==> src/rtl/mc_switch_arbiter_pkg.sv <==
// Shared defaults, types and helpers for the multicast switch arbiter.
package mc_switch_arbiter_pkg;

    localparam int unsigned NUM_PORTS_DEF = 4;
    localparam int unsigned AGE_W_DEF     = 4;
    localparam int unsigned AGE_MAX_DEF   = 12;

    typedef logic [NUM_PORTS_DEF-1:0] port_mask_t;
    typedef logic [AGE_W_DEF-1:0]     age_t;

    // Round-robin successor of a port index.
    function automatic int unsigned rr_next(input int unsigned idx, input int unsigned n);
        return (idx + 1) % n;
    endfunction

endpackage

==> src/rtl/mc_switch_arbiter_rr_pick_onehot.sv <==
// Round-robin picker: first set request at or after ptr, returned one-hot.
module rr_pick_onehot #(
    parameter int unsigned N = 4
) (
    input  logic [N-1:0]         req_i,
    input  logic [$clog2(N)-1:0] ptr_i,
    output logic [N-1:0]         pick_c_o
);

    localparam int unsigned SEL_W = $clog2(N);

    logic             found;
    logic [SEL_W-1:0] idx;

    always_comb begin
        pick_c_o = '0;
        found    = 1'b0;
        idx      = '0;
        for (int unsigned k = 0; k < N; k++) begin
            idx = SEL_W'((32'(ptr_i) + k) % N);
            if (!found && req_i[idx]) begin
                pick_c_o[idx] = 1'b1;
                found         = 1'b1;
            end
        end
    end

endmodule

==> src/rtl/mc_switch_arbiter.sv <==
// N-port multicast switch arbiter: all-or-nothing grants, per-output round-robin,
// packet-long connections and an age-based reservation for starving ports.
module mc_switch_arbiter
    import mc_switch_arbiter_pkg::*;
#(
    parameter int unsigned NUM_PORTS = NUM_PORTS_DEF,
    parameter int unsigned AGE_W     = AGE_W_DEF,
    parameter int unsigned AGE_MAX   = AGE_MAX_DEF
) (
    input  logic                             clk,
    input  logic                             rst_n,
    input  logic [NUM_PORTS-1:0]             req_i,
    input  logic [NUM_PORTS*NUM_PORTS-1:0]   dst_mask_i,
    input  logic [NUM_PORTS-1:0]             done_i,
    output logic [NUM_PORTS-1:0]             grant_o,
    output logic [NUM_PORTS-1:0]             holding_o,
    output logic [NUM_PORTS*$clog2(NUM_PORTS)-1:0] out_sel_o,
    output logic [NUM_PORTS-1:0]             out_active_o,
    output logic [NUM_PORTS-1:0]             urgent_o,
    output logic                             err_empty_dst_o
);

    localparam int unsigned N     = NUM_PORTS;
    localparam int unsigned SEL_W = $clog2(NUM_PORTS);

    typedef logic [N-1:0] vec_t;

    vec_t             mask_c [N];
    vec_t             reqv_c [N];
    vec_t             rr_c   [N];
    vec_t             pick_c [N];
    vec_t             elig_c, win_c, rel_c, reserved_c, urg_oh_c;
    logic             any_urg_c;
    logic [SEL_W-1:0] urg_idx_c;

    vec_t             holding_q, holding_d, active_q, active_d;
    vec_t             grant_q, grant_d, urgent_q, urgent_d;
    logic [SEL_W-1:0] owner_q [N], owner_d [N];
    logic [SEL_W-1:0] ptr_q   [N], ptr_d   [N];
    logic [AGE_W-1:0] age_q   [N], age_d   [N];
    logic             err_q, err_d;

    // Unpack masks, find eligible ports and the lowest-index urgent port.
    always_comb begin
        any_urg_c = 1'b0;
        urg_idx_c = '0;
        for (int unsigned i = 0; i < N; i++) begin
            mask_c[i] = dst_mask_i[i*N +: N];
            elig_c[i] = req_i[i] & ~holding_q[i] & (|mask_c[i]);
            if (urgent_q[i] && !any_urg_c) begin
                any_urg_c = 1'b1;
                urg_idx_c = SEL_W'(i);
            end
        end
        reserved_c = any_urg_c ? mask_c[urg_idx_c] : '0;
    end

    always_comb begin
        for (int unsigned o = 0; o < N; o++) begin
            reqv_c[o] = '0;
            for (int unsigned i = 0; i < N; i++) begin
                reqv_c[o][i] = elig_c[i] & mask_c[i][o];
            end
        end
    end

    for (genvar o = 0; o < NUM_PORTS; o++) begin : g_out
        rr_pick_onehot #(.N(N)) u_rr (
            .req_i    (reqv_c[o]),
            .ptr_i    (ptr_q[o]),
            .pick_c_o (rr_c[o])
        );
        assign out_sel_o[o*SEL_W +: SEL_W] = owner_q[o];
    end

    // Reserved outputs may only go to the urgent port; the rest follow round-robin.
    always_comb begin
        urg_oh_c = N'(1) << urg_idx_c;
        for (int unsigned o = 0; o < N; o++) begin
            pick_c[o] = reserved_c[o] ? (urg_oh_c & reqv_c[o]) : rr_c[o];
        end
    end

    // A port wins only if it is picked on, and finds unlocked, every output it wants.
    always_comb begin
        for (int unsigned i = 0; i < N; i++) begin
            win_c[i] = elig_c[i];
            for (int unsigned o = 0; o < N; o++) begin
                if (mask_c[i][o] && !(pick_c[o][i] && !active_q[o])) begin
                    win_c[i] = 1'b0;
                end
            end
        end
        rel_c = done_i & holding_q;
    end

    always_comb begin
        holding_d = (holding_q & ~rel_c) | win_c;
        grant_d   = win_c;
        err_d     = 1'b0;
        for (int unsigned o = 0; o < N; o++) begin
            active_d[o] = active_q[o];
            owner_d[o]  = owner_q[o];
            ptr_d[o]    = ptr_q[o];
            if (active_q[o] && rel_c[owner_q[o]]) begin
                active_d[o] = 1'b0;
            end
            for (int unsigned i = 0; i < N; i++) begin
                if (win_c[i] && mask_c[i][o]) begin
                    active_d[o] = 1'b1;
                    owner_d[o]  = SEL_W'(i);
                    ptr_d[o]    = SEL_W'(rr_next(i, N));
                end
            end
        end
        for (int unsigned i = 0; i < N; i++) begin
            if (req_i[i] && mask_c[i] == '0) begin
                err_d = 1'b1;
            end
            if (!req_i[i] || win_c[i]) begin
                age_d[i] = '0;
            end else if (elig_c[i] && age_q[i] != AGE_W'(AGE_MAX)) begin
                age_d[i] = age_q[i] + AGE_W'(1);
            end else begin
                age_d[i] = age_q[i];
            end
            urgent_d[i] = (age_d[i] == AGE_W'(AGE_MAX));
        end
    end

    always_ff @(posedge clk or negedge rst_n) begin
        if (!rst_n) begin
            holding_q <= '0;
            active_q  <= '0;
            grant_q   <= '0;
            urgent_q  <= '0;
            err_q     <= 1'b0;
            for (int unsigned i = 0; i < N; i++) begin
                owner_q[i] <= '0;
                ptr_q[i]   <= '0;
                age_q[i]   <= '0;
            end
        end else begin
            holding_q <= holding_d;
            active_q  <= active_d;
            grant_q   <= grant_d;
            urgent_q  <= urgent_d;
            err_q     <= err_d;
            for (int unsigned i = 0; i < N; i++) begin
                owner_q[i] <= owner_d[i];
                ptr_q[i]   <= ptr_d[i];
                age_q[i]   <= age_d[i];
            end
        end
    end

    assign grant_o         = grant_q;
    assign holding_o       = holding_q;
    assign out_active_o    = active_q;
    assign urgent_o        = urgent_q;
    assign err_empty_dst_o = err_q;

endmodule

==> config.mk <==
export PLATFORM = sky130hd
export DESIGN_NAME = mc_switch_arbiter
export DESIGN_NICKNAME = d
export VERILOG_FILES = /design/src/rtl/mc_switch_arbiter_pkg.sv /design/src/rtl/mc_switch_arbiter_rr_pick_onehot.sv /design/src/rtl/mc_switch_arbiter.sv
export SDC_FILE = /design/constraint.sdc
export NUM_CORES = 1
export LEC_CHECK = 0
export ABC_AREA = 1
export BUFFER_PORTS_ARGS = -buffer_cell sky130_fd_sc_hd__clkbuf_2
export CAP_MARGIN = 20
export CELL_PAD_IN_SITES_DETAIL_PLACEMENT = 1
export CELL_PAD_IN_SITES_GLOBAL_PLACEMENT = 2
export CORE_AREA = 2 2 132 134
export CTS_CLUSTER_DIAMETER = 60
export DETAILED_ROUTE_END_ITERATION = 6
export DIE_AREA = 0 0 134 136
export GPL_TIMING_DRIVEN = 0
export PLACE_DENSITY = 0.81
export SETUP_SLACK_MARGIN = 0.4
export SLEW_MARGIN = 20
export SYNTH_ARGS = -nofsm -noshare
export SYNTH_HDL_FRONTEND = slang
export SYNTH_SLANG_ARGS = --single-unit
==> constraint.sdc <==
create_clock -name clk -period 5.08 [get_ports clk]
set_input_delay 0.508 -clock clk [delete_from_list [all_inputs] [get_ports clk]]
set_output_delay 0.508 -clock clk [all_outputs]
set_load 0.03 [all_outputs]
==> results.yml <==
outcome:
  status: "finished, final reports clean"
placement:
  placed_cell_area_mm2: 0.00528
  place_ws_ns: 1.95
  place.gp.congestion: 0.843
  dp_hpwl_mm: 13.2
  numPortBuffers: 47
synth:
  yosysSeqAreaShare_pct: 25.8
  synth_ff_type: "dfrtp_1"
  synth_seq_cells: 49
  synth_edf_count: 0
  synth_warnings: 0
  avgSynthCellArea_um2: 6.44
  synthArstFlopShare_pct: 100
  netlist-cell-type-count: 28
  syn-instance-count: 739
  yosysTopAreaCell: "dfrtp_1"
  synthTopCellsByArea: "dfrtp_1 26%, nand2_1 16%, nand3_1 11%, ha_1 11%, inv_1 7.3%"
  synth_fp_nets: 805
  synth_top_cell_area_share_pct: 25.8
  synth_area_mm2: 0.00476
critical_path:
  crit_path_end: "out_sel_o[6]"
  crit_path_max_fanout: 11
  cp.arrival_ns: 3.25
  setup.worst_path.end_class: "register"
  crit_type: "register to register"
  critical_path_required_ns: 5.26
  worstSetupStartpointType: "register"
  rr_startpoint: "ptr_q[6]"
  rr_worst_depth: 17
  reg2reg_slack_ns: 2.01
  startpoint: "ptr_q[6]"
  r2r_end: "out_sel_o[6]"
routing:
  vias_per_cell: 4.86
  drt_iter0_markers: 259
  drc: 0
  postRouteAntennaNets: 0
  avgRoutedWirePerCell_um: 16.2
  first_pass_iters: 4
  wl_mm: 16.5
  vias: 4957
final_layout:
  area_growth_syn_to_layout_pct: 14.1
  drive_above_1_share_pct: 14.2
  nNetsFinal: 859
  nFillCells: 2186
  fin_area_mm2: 0.00543
  antenna_cells: 0
sta:
  period_needed_ns: 3.07
  grt_setup_unrepaired: "false"
  drv_slew: 0
  relSlewSlack_pct: 53.9
  worst_pin_slew_ns: 0.692
  timing.fmax_mhz: 326
  clock_skew_ns: 0.0127
  setup_viol: 0
  period_share_pct: 60.4
  timing.final.ws_setup_ns: 2.01
  tns_ns: 0
  finalHoldViolations: 0
clock_tree:
  postCtsSetupBuffers: 0
  cts_buffer_depth: 2
  postCtsHoldBufs: 0
  clk_latency_ns: 0.30
  path_clk_slew_ns: 0.07
  cts.sinks: 49
  cts_tree: "yes"
  cts-root-buf: "clkbuf_16"
  cts_buffers: 5
  h-tree-depth: 2
  cts_resized: 0
hold_path:
  hp-class: "input port to async pin"
die:
  die_area_mm2: 0.0182
  die_w_um: 134
  num_rows: 48
  die_h_um: 136
  core_mm2: 0.0169
  ioPinCount: 51
  floorplan.initialDensity_pct: 28.2
power:
  p_leak_nw: 2.96
  peakVddDrop_mv: 0.331
  power_w: 0.00266
  powerDensity_mw_per_mm2: 491
global_routing:
  grt_pass1_wl_mm: 26.6
  antenna_found_initial: 0
  overflow: 0
  grt_pass1_vias: 5101
  grt_max_degree: 50
  grt_usage_pct: 18.5
run:
  cap_violations: 0
final cells by class:
type | count | area [µm²] | area share (%)
repair buffers | 47 | 238 | 4.38
inverters | 99 | 372 | 6.85
flip-flops and latches | 49 | 1230 | 22.6
plain buffers | 5 | 33.8 | 0.623
clock buffers | 5 | 125 | 2.31
multi-input cells | 586 | 3120 | 57.6
well taps | 225 | 282 | 5.19
clock inverters | 3 | 26.3 | 0.484
flip-flops by register name (all words and copies together) (netlist names):
register,flops
ptr_q,8
urgent_o,4
holding_o,4
out_sel_o,8
out_active_o,4
err_empty_dst_o,1
age_q,16
grant_o,4
metrics by stage:
step | cells | hold WS, ns | util (%)
detailed placement | 1011 | 0.529 | 31.3
finish | 1019 | 0.268 | 32.2
CTS | 1019 | 0.305 | 32.2
global placement | 1011 | 0.530 | 31.2
floorplan | 739 | 0.212 | -
global route | 1019 | 0.340 | 32.2
critical path, stage by stage (launching register included):
cell and delay [ns]:
dfrtp_1 0.62, inv_1 0.29, ha_1 0.40, inv_1 0.07
nand3_1 0.08, nand2_1 0.06, nor2_1 0.25, nand3_1 0.11
nand3_1 0.12, nand2_1 0.06, nand2_1 0.05, nand2_1 0.06
nor2_2 0.22, nand3_1 0.24, nand2_1 0.15, nor2_2 0.07
nand2_1 0.06, nand2_1 0.05
synthesized netlist by cell type (2+ instances only):
| master | count |
|---|---|
| nor3_1 | 6 |
| nor2_4 | 7 |
| nor2_1 | 85 |
| xor2_1 | 11 |
| ha_1 | 40 |
| nand3_2 | 8 |
| buf_2 | 3 |
| nand4_1 | 30 |
| a21oi_2 | 2 |
| dfrtp_1 | 49 |
| a31oi_1 | 9 |
| nand2_2 | 19 |
| nand2_1 | 197 |
| clkinv_1 | 3 |
| o32ai_1 | 2 |
| inv_2 | 4 |
| nand3_1 | 103 |
| inv_1 | 92 |
| nor2_2 | 12 |
| a21oi_1 | 18 |
| o22ai_1 | 4 |
| o21ai_1 | 4 |
| o21ai_0 | 26 |
cells by family (layout without fill, tap and decap cells):
| kind of cell | Yosys count | in the layout | synth area share, % |
|---|---|---|---|
| XOR/XNOR | 11 | 11 | 2.03 |
| buffers and inverters | 104 | 159 | 8.52 |
| AND/OR/NAND/NOR | 467 | 467 | 45.1 |
| adder cells (fa/ha/maj) | 40 | 40 | 10.5 |
| AO/OA/AOI/OAI | 68 | 68 | 8.05 |
| flip-flops | 49 | 49 | 25.8 |
cells in the final DEF, fill, tap and decap left out, drive strengths merged, types with 3 or more instances in the layout:
| cell | instances |
|---|---|
| a31oi | 9 |
| a21boi | 3 |
| a21oi | 20 |
| inv | 97 |
| buf | 5 |
| ha | 40 |
| dfrtp | 49 |
| clkbuf | 52 |
| nand4 | 30 |
| nand2 | 216 |
| o22ai | 4 |
| nor3 | 6 |
| clkinv | 3 |
| nand3 | 111 |
| xor2 | 11 |
| nor2 | 104 |
| o21ai | 30 |
where the power goes:
group / total, W / switching [W] / internal [W]
sequential: 0.000693 / 0.000201 / 0.000492
combinational: 0.00162 / 0.00112 / 0.000506
clock: 0.000347 / 0.000161 / 0.000186
routing by layer:
| metal | vias to the layer above | track usage [%] | wire length [µm] |
|---|---|---|---|
| met5 | - | 0 | 0 |
| met4 | 0 | 4.79 | 242 |
| li1 | 2513 | - | - |
| met2 | 105 | 31.2 | 7640 |
| met1 | 2320 | 24.9 | 7900 |
| met3 | 19 | 2.31 | 731 |
worst min path at each step:
stage,start,cells after the start,endpoint
6_report,rst_n,1,age_q[13]
5_1_grt,rst_n,1,age_q[13]
4_1_cts,rst_n,1,age_q[5]
3_5_place_dp,out_sel_o[3],2,out_sel_o[3]
3_3_place_gp,out_sel_o[3],2,out_sel_o[3]
2_1_floorplan,rst_n,0,age_q[0]
Note: power is estimated with default switching activity, not from simulation.
